==> src/rtl/alu_mul_sequencer_if.sv <==
// Request/response handshake bundle for the shift-add multiplier.
// master = requester/consumer side, slave = the multiplier.
interface alu_mul_sequencer_if #(
    parameter int WIDTH = 8
);
    logic             in_valid;
    logic             in_ready;
    logic [WIDTH-1:0] in_a;
    logic [WIDTH-1:0] in_b;
    logic             out_valid;
    logic             out_ready;
    logic [WIDTH-1:0] out_result;
    logic             busy;

    modport master (
        output in_valid, in_a, in_b, out_ready,
        input  in_ready, out_valid, out_result, busy
    );

    modport slave (
        input  in_valid, in_a, in_b, out_ready,
        output in_ready, out_valid, out_result, busy
    );
endinterface

==> src/rtl/alu_mul_sequencer.sv <==
// Multi-cycle unsigned shift-add multiplier (MUL-low) sequencing one combinational ALU.
// Optional macro MUL_EARLY_EXIT_EN: finish as soon as the shifted multiplier reaches zero.
module alu_mul_sequencer #(
    parameter int WIDTH = 8
) (
    input  logic                clk,
    input  logic                rst_n,
    alu_mul_sequencer_if.slave  bus
);
    localparam int CNT_W = (WIDTH > 2) ? $clog2(WIDTH) : 1;

    localparam logic [2:0] IDLE = 3'd0;
    localparam logic [2:0] ADD  = 3'd1;
    localparam logic [2:0] SHL  = 3'd2;
    localparam logic [2:0] SHR  = 3'd3;
    localparam logic [2:0] DONE = 3'd4;

    localparam logic [3:0] OP_ADD = 4'b0000;
    localparam logic [3:0] OP_SLL = 4'b0010;
    localparam logic [3:0] OP_SRL = 4'b0110;

    logic [2:0]       state;
    logic [WIDTH-1:0] acc;
    logic [WIDTH-1:0] mcand;
    logic [WIDTH-1:0] mplier;
    logic [WIDTH-1:0] result;
    logic [CNT_W-1:0] cnt;

    logic [3:0]       alu_ctrl;
    logic [WIDTH-1:0] alu_a;
    logic [WIDTH-1:0] alu_b;
    logic [WIDTH-1:0] alu_out;
    logic             alu_zero;
    logic             finish;

    alu #(.WIDTH(WIDTH)) u_alu (
        .ctrl (alu_ctrl),
        .a    (alu_a),
        .b    (alu_b),
        .out  (alu_out),
        .zero (alu_zero)
    );

    // IDLE and DONE keep the ALU inputs at zero so the datapath stays quiet.
    always_comb begin
        alu_ctrl = OP_ADD;
        alu_a    = '0;
        alu_b    = '0;
        case (state)
            ADD: begin
                alu_ctrl = OP_ADD;
                alu_a    = acc;
                alu_b    = mcand;
            end
            SHL: begin
                alu_ctrl = OP_SLL;
                alu_a    = mcand;
                alu_b    = WIDTH'(1);
            end
            SHR: begin
                alu_ctrl = OP_SRL;
                alu_a    = mplier;
                alu_b    = WIDTH'(1);
            end
            default: ;
        endcase
    end

`ifdef MUL_EARLY_EXIT_EN
    // Once the multiplier has shifted down to zero no further ADD can change acc.
    assign finish = (cnt == CNT_W'(WIDTH - 1)) || alu_zero;
`else
    logic unused_zero;
    assign unused_zero = alu_zero;
    assign finish      = (cnt == CNT_W'(WIDTH - 1));
`endif

    always_ff @(posedge clk or negedge rst_n) begin
        if (!rst_n) begin
            state  <= IDLE;
            acc    <= '0;
            mcand  <= '0;
            mplier <= '0;
            cnt    <= '0;
            result <= '0;
        end else begin
            case (state)
                IDLE: begin
                    if (bus.in_valid) begin
                        mcand  <= bus.in_a;
                        mplier <= bus.in_b;
                        acc    <= '0;
                        cnt    <= '0;
                        state  <= ADD;
                    end
                end
                ADD: begin
                    if (mplier[0]) acc <= alu_out;
                    state <= SHL;
                end
                SHL: begin
                    mcand <= alu_out;
                    state <= SHR;
                end
                SHR: begin
                    mplier <= alu_out;
                    if (finish) begin
                        result <= acc;
                        state  <= DONE;
                    end else begin
                        cnt   <= cnt + 1'b1;
                        state <= ADD;
                    end
                end
                DONE: begin
                    if (bus.out_ready) state <= IDLE;
                end
                default: state <= IDLE;
            endcase
        end
    end

    assign bus.in_ready   = (state == IDLE);
    assign bus.busy       = (state != IDLE);
    assign bus.out_valid  = (state == DONE);
    assign bus.out_result = result;
endmodule

// Team combinational ALU: 4-bit control, wrap-around arithmetic, Zero flag on the result.
module alu #(
    parameter int WIDTH = 8
) (
    input  logic [3:0]       ctrl,
    input  logic [WIDTH-1:0] a,
    input  logic [WIDTH-1:0] b,
    output logic [WIDTH-1:0] out,
    output logic             zero
);
    localparam int SH_W = (WIDTH > 2) ? $clog2(WIDTH) : 1;

    logic [SH_W-1:0] shamt;
    assign shamt = b[SH_W-1:0];

    always_comb begin
        out = '0;
        case (ctrl)
            4'b0000: out = a + b;
            4'b0001: out = a - b;
            4'b0010: out = a << shamt;
            4'b0011: out = (a < b) ? WIDTH'(1) : '0;
            4'b0100: out = a ^ b;
            4'b0110: out = a >> shamt;
            4'b0111: out = a | b;
            4'b1000: out = a & b;
            default: out = '0;
        endcase
    end

    assign zero = (out == '0);
endmodule

==> src/flat_wrapper.sv <==
// flat-port wrapper written by rule: the top's interface ports become plain ports
module alu_mul_sequencer_flat 
#(
    parameter int WIDTH = 8
)
  (clk, rst_n, bus_in_valid, bus_in_a, bus_in_b, bus_out_ready, bus_in_ready, bus_out_valid, bus_out_result, bus_busy);
  alu_mul_sequencer_if #(.WIDTH(WIDTH)) bus_i ();
  input  logic clk;
  input  logic rst_n;
  input wire logic [$bits(bus_i.in_valid)-1:0] bus_in_valid;
  input wire logic [$bits(bus_i.in_a)-1:0] bus_in_a;
  input wire logic [$bits(bus_i.in_b)-1:0] bus_in_b;
  input wire logic [$bits(bus_i.out_ready)-1:0] bus_out_ready;
  output wire logic [$bits(bus_i.in_ready)-1:0] bus_in_ready;
  output wire logic [$bits(bus_i.out_valid)-1:0] bus_out_valid;
  output wire logic [$bits(bus_i.out_result)-1:0] bus_out_result;
  output wire logic [$bits(bus_i.busy)-1:0] bus_busy;
  assign bus_i.in_valid = bus_in_valid;
  assign bus_i.in_a = bus_in_a;
  assign bus_i.in_b = bus_in_b;
  assign bus_i.out_ready = bus_out_ready;
  assign bus_in_ready = bus_i.in_ready;
  assign bus_out_valid = bus_i.out_valid;
  assign bus_out_result = bus_i.out_result;
  assign bus_busy = bus_i.busy;
  alu_mul_sequencer #(.WIDTH(WIDTH)) u_core (.clk(clk), .rst_n(rst_n), .bus(bus_i));
endmodule
==> config.mk <==
export PLATFORM = sky130hd
export DESIGN_NAME = alu_mul_sequencer_flat
export DESIGN_NICKNAME = d
export VERILOG_FILES = /design/src/rtl/alu_mul_sequencer_if.sv /design/src/rtl/alu_mul_sequencer.sv /design/src/flat_wrapper.sv
export SDC_FILE = /design/constraint.sdc
export NUM_CORES = 1
export LEC_CHECK = 0
export ABC_CLOCK_PERIOD_IN_PS = 3700
export BUFFER_PORTS_ARGS = -buffer_cell sky130_fd_sc_hd__buf_2
export CORE_MARGIN = 1.5
export CORE_UTILIZATION = 57
export CTS_BUF_LIST = sky130_fd_sc_hd__clkbuf_4 sky130_fd_sc_hd__clkbuf_8 sky130_fd_sc_hd__clkbuf_16
export DETAILED_ROUTE_END_ITERATION = 7
export GPL_TIMING_DRIVEN = 0
export PLACE_DENSITY_LB_ADDON = 0.05
export REMOVE_ABC_BUFFERS = 1
export SYNTH_ARGS = -nofsm -noshare
export SYNTH_HDL_FRONTEND = slang
export SYNTH_SLANG_ARGS = --single-unit
==> constraint.sdc <==
create_clock -name clk -period 3.7 [get_ports clk]
set_clock_uncertainty 0.15 [all_clocks]
set_input_delay 0.37 -clock clk [delete_from_list [all_inputs] [get_ports clk]]
set_output_delay 0.37 -clock clk [all_outputs]
set_load 0.1 [all_outputs]
==> flow_metrics.py, run 1 <==
metrics = {
    "logic_synthesis": {
        "async_flop_share": 1.00,
        "ys_seq_elements": 38,
        "muxShareOfSynthArea": 0.0814,
        "synth_top_family_by_area": "simple AND/OR/NAND/NOR gates",
        "synth_flop_cell": "dfrtp_1",
        "synthTopCellsByCount": "nand2_1 (42), dfrtp_1 (38), a22oi_1 (21)",
        "synth.top_cells.by_area": "dfrtp_1 (44%), a22oi_1 (7.2%), mux2_2 (7.2%)",
        "synth-simple-area-share": 0.188,
        "synth_compound_area_frac": 0.169,
        "synth.avg_cell_area_um2": 9.57,
        "synth_edf_count": 0,
        "netlist_area_um2": 2180,
        "ys_types": 42,
        "yosysSeqAreaShare": 0.436,
        "synth_xor_area_frac": 0.0201,
        "synth.most_common_cell": "nand2_1",
        "synth_warnings": 0,
        "synth.largest_area_cell": "dfrtp_1",
        "syn_inst": 228,
        "yosys.area.top_type_share": 0.436,
        "synthAdderAreaFrac": 0.0665,
    },
    "setup_path": {
        "crit_arrival_ps": 3290,
        "r2r_start": "u_core.state[0]",
        "critical_path.slowest_cell": "dfrtp_1",
        "critPathKind": "register to register",
        "cp.buffers_inverters": 1,
        "cp-end-kind": "register",
        "required_ps": 3750,
        "startpoint": "u_core.state[0]",
        "cp_cell_sequence": "nor2b_1 > a22oi_1 > nor2_1 > ha_1 > inv_1 > fa_1 > nor2b_1 > o31a_1 > o21a_1 > nor3_1 > o31ai_1",
        "crit_path_frequent_cell": "nor2b_1",
        "reg2reg_depth": 11,
        "rr_endpoint": "u_core.acc[6]",
        "max_stage_delay_ps": 770,
        "r2r_slack_ps": 460,
        "crit_family": "simple AND/OR/NAND/NOR gates",
        "startpoint_type": "register",
        "path_depth": 11,
        "critical_path.max_fanout": 24,
        "crit_end": "u_core.acc[6]",
    },
    "placed_design": {
        "dp_hpwl_um": 3190,
        "gp_congestion": 0.866,
        "port_buffers": 30,
        "place_inst": 296,
        "place_ws_ps": 464,
    },
    "floorplanning": {
        "std_cell_rows": 22,
        "dieArea_um2": 4210,
        "fp.dieW_um": 64.9,
        "core_um2": 3660,
        "num_io_pins": 31,
        "initial_utilization": 0.596,
        "chipHeight_um": 64.9,
    },
    "clock_tree": {
        "htreeDepth": 2,
        "post_cts_resized": 0,
        "path_clk_slew_ps": 70,
        "clk_path_buf_depth": 2,
        "tritoncts": "done",
        "cts_setup_buffers": 0,
        "numCtsBuffers": 5,
        "clock_latency_ps": 290,
        "clock_sinks": 38,
        "cts_hold_buf": 0,
        "clk_root_buffer_cell": "clkbuf_8",
    },
    "layout": {
        "syn_to_final_growth_pct": 12.0,
        "drive_gt1_frac": 0.238,
        "seq_area_um2": 951,
        "final_cell_count_no_fill": 304,
        "antenna_cells": 0,
        "multi_input_area_um2": 1150,
        "fillers": 305,
        "nets": 286,
    },
    "global_route": {
        "grt_max_degree": 39,
        "first_global_vias": 1545,
        "grt_pass1_wl_um": 7470,
        "grt.total_usage": 0.230,
        "gr-total-overflow": 0,
        "antenna_found_initial": 0,
    },
    "routing": {
        "vias_per_cell": 5.44,
        "wirelength_um": 4230,
        "drcViolationCount": 0,
        "vias": 1655,
        "ant_nets": 0,
        "dr.pass1.iters": 4,
        "drt_iter0_markers": 71,
        "wl_per_cell_um": 13.9,
    },
    "sta": {
        "final-setup-viol-count": 0,
        "setup_slack_ps": 459,
        "tightest_slew_ps": 808,
        "slew_headroom": 0.461,
        "fmax_ghz": 0.309,
        "fin_tns_setup_ps": 0,
        "hold_viol_final": 0,
        "finalCritPeriodShare": 0.876,
        "hold_slack_ps": 18.2,
        "rsz0062_at_grt": "no",
        "slew_violations": 0,
        "fin_crit_ps": 3240,
    },
    "job": {
        "maxCapViolCount": 0,
    },
    "worst_hold_path": {
        "hold_path.class": "input port to async pin",
    },
    "power": {
        "p_leak_nw": 1.29,
        "power_density_nw_per_um2": 919,
        "peakVddDrop_mv": 0.447,
    },
    "run_status": {
        "status": "finished clean",
    },
}
[power by group]
part	internal, mW	switching (mW)	total, mW
clock	0.216	0.137	0.353
sequential	0.578	0.192	0.771
combinational	0.411	0.710	1.12
total	1.21	1.04	2.25
[worst min path at each step]
stage | from | to | slack, ps | depth (start not counted)
6_report | rst_n | u_core.state[2] | 20 | 1
3_3_place_gp | u_core.cnt[0] | u_core.cnt[0] | 330 | 1
4_1_cts | rst_n | u_core.acc[5] | 50 | 1
3_5_place_dp | u_core.cnt[0] | u_core.cnt[0] | 340 | 1
5_1_grt | rst_n | u_core.mplier[3] | 100 | 1
2_1_floorplan | rst_n | u_core.acc[0] | -80 | 0
[stage by stage]
stage | instance area, µm² | util | power [mW]
floorplan | 2120 | - | 1.64
global placement | 2330 | 0.636 | 1.87
detailed placement | 2330 | 0.636 | 1.89
CTS | 2440 | 0.667 | 2.25
global route | 2440 | 0.667 | 2.43
finish | 2440 | 0.667 | 2.25
[cells in the final DEF (no fill, tap or decap), types with 5 or more instances in the layout]
master / instances
clkbuf_8: 5
buf_2: 30
and3_1: 5
a21oi_1: 9
o21ai_0: 13
nand3_1: 5
nor2_1: 13
nand2_1: 42
dfrtp_1: 38
a22oi_1: 21
mux2_2: 14
inv_1: 6
ha_1: 10
[logic make-up after synthesis]
group	count (synthesis)
muxes	16
AOI/OAI and AO/OA	56
buffers and inverters	16
DFF	38
adders and majority gates	11
and+or+nand+nor	86
xor gates and xnor gates	5
[per-layer routing]
layer  vias up  global-route usage  share of wire  wire, µm
met5         -                   0              0         0
met4         0              0.0559         0.0095        40
met3         5              0.0469          0.031       131
met2        31               0.357           0.45      1900
met1       759               0.330           0.51      2160
li1        860                   -              -         -
[registers in the layout, summed over array words and instances (netlist names)]
signal / count
u_core.cnt: 3
u_core.acc: 8
u_core.state: 3
u_core.bus.out_result: 8
u_core.mplier: 8
u_core.mcand: 8
[layout make-up]
class,count,area share
sequential,38,0.389
inverter,6,0.00922
multi-input combinational,174,0.469
timing repair buffer,30,0.0614
tap,48,0.0246
clock buffer,7,0.0343
clock inverter,1,0.0123
No activity file was read; power rests on OpenSTA's default activity.
==> run 2: changes to the inputs <==
==> constraint.sdc (replaced) <==
create_clock -name clk -period 3.7 [get_ports clk]
set_clock_uncertainty 0.15 [all_clocks]
set_input_delay 0 -clock clk [delete_from_list [all_inputs] [get_ports clk]]
set_output_delay 0 -clock clk [all_outputs]
set_load 0.1 [all_outputs]
==> flow_metrics.py, run 2 (same netlist as run 1, synthesis figures left out) <==
metrics = {
    "layout": {
        "drive_gt1_frac": 0.222,
        "nets": 305,
        "syn_to_final_growth_pct": 20.7,
        "antenna_cells": 0,
        "final_common_cell": "nand2_1",
        "layout_common_cells": "nand2_1 (42), dfrtp_1 (38), buf_2 (30)",
    },
    "global_route": {
        "grt.total_usage": 0.245,
        "grt_pass1_wl_um": 7980,
        "gr-total-overflow": 0,
        "grt_max_degree": 39,
        "antenna_found_initial": 0,
        "first_global_vias": 1692,
    },
    "clock_tree": {
        "numCtsBuffers": 5,
        "tritoncts": "done",
        "clock_latency_ps": 290,
        "path_clk_slew_ps": 70,
        "clk_path_buf_depth": 2,
        "post_cts_resized": 0,
        "clock_sinks": 38,
        "clk_root_buffer_cell": "clkbuf_8",
        "htreeDepth": 2,
    },
    "power": {
        "p_comb_frac": 0.503,
        "power_mw": 2.26,
        "peakVddDrop_mv": 0.450,
        "power_switching_mw": 1.05,
        "p_leak_nw": 1.36,
        "clkPwrFrac": 0.156,
        "p_int_mw": 1.22,
        "seqPwrFrac": 0.341,
        "power_density_nw_per_um2": 860,
        "power_switching_share": 0.462,
    },
    "setup_path": {
        "required_ps": 3750,
        "startpoint_type": "register",
        "critical_path.max_fanout": 24,
        "crit_arrival_ps": 3300,
        "cp-end-kind": "register",
        "critPathKind": "register to register",
    },
    "floorplanning": {
        "dieArea_um2": 4210,
        "core_um2": 3660,
        "num_io_pins": 31,
        "chipHeight_um": 64.9,
        "fp.dieW_um": 64.9,
        "std_cell_rows": 22,
        "initial_utilization": 0.596,
    },
    "sta": {
        "slew_violations": 0,
        "fin_crit_ps": 3250,
        "fmax_ghz": 0.308,
        "hold_viol_final": 0,
        "slew_headroom": 0.462,
        "tightest_slew_ps": 807,
        "fin_tns_setup_ps": 0,
        "rsz0062_at_grt": "no",
        "final-setup-viol-count": 0,
        "hold_slack_ps": 185,
        "finalCritPeriodShare": 0.878,
    },
    "routing": {
        "ant_nets": 0,
        "drcViolationCount": 0,
        "vias_per_cell": 5.40,
        "drt_iter0_markers": 64,
        "wirelength_um": 4520,
        "wl_per_cell_um": 14.0,
        "vias": 1744,
        "dr.pass1.iters": 4,
    },
    "placed_design": {
        "port_buffers": 30,
        "dp_hpwl_um": 3190,
        "gp_congestion": 0.866,
    },
    "run_status": {
        "status": "finished clean",
    },
    "worst_hold_path": {
        "hold_path.class": "input port to async pin",
    },
    "job": {
        "maxCapViolCount": 0,
    },
}
run 2: cell types whose count changed in the layout (fill, tap and decap cells not counted), sizes merged:
cell / before / now
dlygate4sd3: 0 / 19
run 2: routing by layer:
metal / global-route usage / part of all wire / vias up
li1: - / - / 895
met1: 0.335 / 0.49 / 816
met2: 0.403 / 0.48 / 29
met3: 0.0469 / 0.025 / 4
met4: 0.0559 / 0.0069 / 0
met5: 0 / 0 / -
run 2: final cells by class:
type / count / area (µm²)
multi-input combinational: 174 / 1150
fill: 273 / 1030
sequential: 38 / 951
timing repair buffer: 49 / 340
clock buffer: 7 / 83.8
tap: 48 / 60.1
clock inverter: 1 / 30.0
inverter: 6 / 22.5
run 2: worst paths after layout:
kind	slack [ps]	to	cells past startpoint	from
min in group clk	290	u_core.state[2]	3	bus_out_ready
min reg2reg	350	u_core.bus.out_result[2]	1	u_core.bus.out_result[2]
max	450	u_core.acc[6]	11	u_core.state[0]
max reg2reg	450	u_core.acc[6]	11	u_core.state[0]
min	180	u_core.acc[5]	2	rst_n
max in group asynchronous	2710	u_core.bus.out_result[6]	2	rst_n
run 2: metrics by stage:
stage | cells | setup slack (ps) | utilization | cell area (µm²)
after floorplan | 218 | 934 | - | 2120
after global placement | 296 | 529 | 0.636 | 2330
after detailed placement | 296 | 464 | 0.636 | 2330
after CTS | 323 | 467 | 0.719 | 2630
after global routing | 323 | 192 | 0.719 | 2630
final | 323 | 452 | 0.719 | 2630
run 2: critical path, cell delays in order, from the launching register on:
cell     delay [ps]
dfrtp_1         780
nor2b_1         520
a22oi_1         170
nor2_1          170
ha_1            230
inv_1            70
fa_1            400
nor2b_1         150
o31a_1          160
o21a_1          130
nor3_1           50
o31ai_1         170
run 2: what timing repair did:
| item | 4_1_cts | 5_1_grt |
|---|---|---|
| hold endpoints to repair | 56 | 0 |
| setup endpoints to repair | 0 | 0 |
| buffers inserted | 0 | 0 |
| hold buffers | 19 | 0 |
run 2: power by group through the flow:
stage	clock network, mW	registers (mW)	logic [mW]
floorplan	0	0.851	0.790
detailed placement	0	0.778	1.11
global placement	0	0.772	1.09
global route	0.379	0.800	1.28
finish	0.354	0.773	1.14
CTS	0.364	0.769	1.14
==> run 3: changes to the inputs <==
Settings changed: ABC_CLOCK_PERIOD_IN_PS 3700 to 4100, CORE_UTILIZATION 57 to 60.
Clock period 3.7 ns to 4.1 ns, I/O delays scaled along.
==> flow_metrics.py, run 3 (same netlist as run 1, synthesis figures left out) <==
metrics = {
    "global_route": {
        "globalRouteMet2Util": 0.412,
        "grt_pass1_wl_um": 7930,
        "first_global_vias": 1687,
        "busiest_layer": "met2",
        "grt.total_usage": 0.255,
        "gr-total-overflow": 0,
        "grtUsageMet1": 0.343,
        "antenna_found_initial": 0,
        "met3_usage": 0.0482,
        "grt_max_degree": 39,
    },
    "layout": {
        "seq_area_um2": 951,
        "final_cell_count_no_fill": 319,
        "syn_to_final_growth_pct": 17.7,
        "drive_gt1_frac": 0.216,
        "multi_input_area_um2": 1150,
        "fillers": 264,
        "nets": 305,
        "antenna_cells": 0,
        "final_common_cell": "nand2_1",
        "layout_common_cells": "nand2_1 (42), dfrtp_1 (38), buf_2 (30)",
    },
    "clock_tree": {
        "post_cts_resized": 0,
        "tritoncts": "done",
        "clock_latency_ps": 350,
        "htreeDepth": 2,
        "clock_sinks": 38,
        "clk_path_buf_depth": 2,
        "cts_hold_buf": 19,
        "path_clk_slew_ps": 110,
        "cts_setup_buffers": 0,
        "clk_root_buffer_cell": "clkbuf_4",
        "numCtsBuffers": 5,
    },
    "setup_path": {
        "startpoint_type": "register",
        "critical_path.max_fanout": 24,
        "r2r_start": "u_core.state[0]",
        "cp.buffers_inverters": 1,
        "reg2reg_depth": 11,
        "cp_cell_sequence": "nor2b_1 > a22oi_1 > nor2_1 > ha_1 > inv_1 > fa_1 > nor2b_1 > o31a_1 > o21a_1 > nor3_1 > o31ai_1",
        "required_ps": 4200,
        "critPathKind": "register to register",
        "cp-end-kind": "register",
        "crit_arrival_ps": 3460,
        "crit_family": "simple AND/OR/NAND/NOR gates",
        "critical_path.slowest_cell": "dfrtp_1",
        "rr_endpoint": "u_core.acc[6]",
        "r2r_slack_ps": 740,
        "max_stage_delay_ps": 800,
        "crit_path_frequent_cell": "nor2b_1",
        "startpoint": "u_core.state[0]",
    },
    "power": {
        "power_switching_share": 0.488,
        "power_switching_mw": 0.932,
        "clkPwrFrac": 0.100,
        "power_mw": 1.91,
        "power_density_nw_per_um2": 744,
        "peakVddDrop_mv": 0.412,
        "p_comb_frac": 0.536,
        "p_int_mw": 0.980,
        "seqPwrFrac": 0.364,
        "p_leak_nw": 1.34,
    },
    "routing": {
        "wl_per_cell_um": 14.0,
        "vias_per_cell": 5.55,
        "drt_iter0_markers": 92,
        "dr.pass1.iters": 4,
        "ant_nets": 0,
        "wirelength_um": 4460,
        "vias": 1771,
        "drcViolationCount": 0,
    },
    "sta": {
        "tightest_slew_ps": 806,
        "fin_crit_ps": 3360,
        "fmax_ghz": 0.298,
        "rsz0062_at_grt": "no",
        "hold_viol_final": 0,
        "fin_tns_setup_ps": 0,
        "final-setup-viol-count": 0,
        "slew_headroom": 0.463,
        "slew_violations": 0,
        "finalCritPeriodShare": 0.819,
    },
    "floorplanning": {
        "initial_utilization": 0.639,
        "fp.dieW_um": 63.3,
        "core_um2": 3420,
        "dieArea_um2": 4010,
        "num_io_pins": 31,
        "std_cell_rows": 21,
        "chipHeight_um": 63.3,
    },
    "placed_design": {
        "port_buffers": 30,
        "place_inst": 294,
        "gp_congestion": 0.881,
        "dp_hpwl_um": 3100,
    },
    "run_status": {
        "status": "finished clean",
    },
    "worst_hold_path": {
        "hold_path.class": "input port to async pin",
    },
    "job": {
        "maxCapViolCount": 0,
    },
}
==> run 3: worst reg2reg max path: cells and delay by family (launching register included) <==
kind | cells | cell delay [ps]
adders and majority gates | 2 | 640
AOI/OAI and AO/OA | 4 | 680
DFF | 1 | 800
and+or+nand+nor | 4 | 920
buffers and inverters | 1 | 70
==> run 3: layer usage <==
metal  part of all wire  vias up
met4              0.023        0
met1               0.48      833
met3              0.035        7
met5                  0        -
li1                   -      894
met2               0.46       37
==> run 3: how the worst max path moves through the flow <==
| stage | endpoint | slack, ps | depth (start not counted) |
|---|---|---|---|
| after floorplan | u_core.acc[6] | 1330 | 11 |
| after global placement | u_core.acc[6] | 930 | 11 |
| after detailed placement | u_core.acc[6] | 820 | 11 |
| after CTS | u_core.acc[6] | 800 | 11 |
| after global routing | u_core.acc[6] | 510 | 11 |
| final | u_core.acc[6] | 740 | 11 |
==> run 3: power groups by stage <==
stage	clock network, mW	logic (mW)	registers (mW)
finish	0.191	1.03	0.696
global route	0.215	1.15	0.722
CTS	0.195	1.03	0.692
detailed placement	0	1.01	0.701
global placement	0	0.987	0.694
floorplan	0	0.713	0.768
==> run 3: layout make-up <==
class	count	share of cell area
Multi-Input combinational cell	174	0.446
Sequential cell	38	0.370
Timing Repair Buffer	49	0.132
Tap cell	46	0.0224
Clock buffer	6	0.0200
Inverter	6	0.00877
==> run 3: through the flow <==
stage | cell area (µm²) | util | setup WS [ps] | hold WS, ps
detailed placement | 2330 | 0.681 | 824 | -16.1
CTS | 2570 | 0.752 | 801 | 137
floorplan | 2120 | - | 1330 | -446
finish | 2570 | 0.752 | 741 | 116
global route | 2570 | 0.752 | 510 | 178
global placement | 2330 | 0.681 | 930 | 0.501
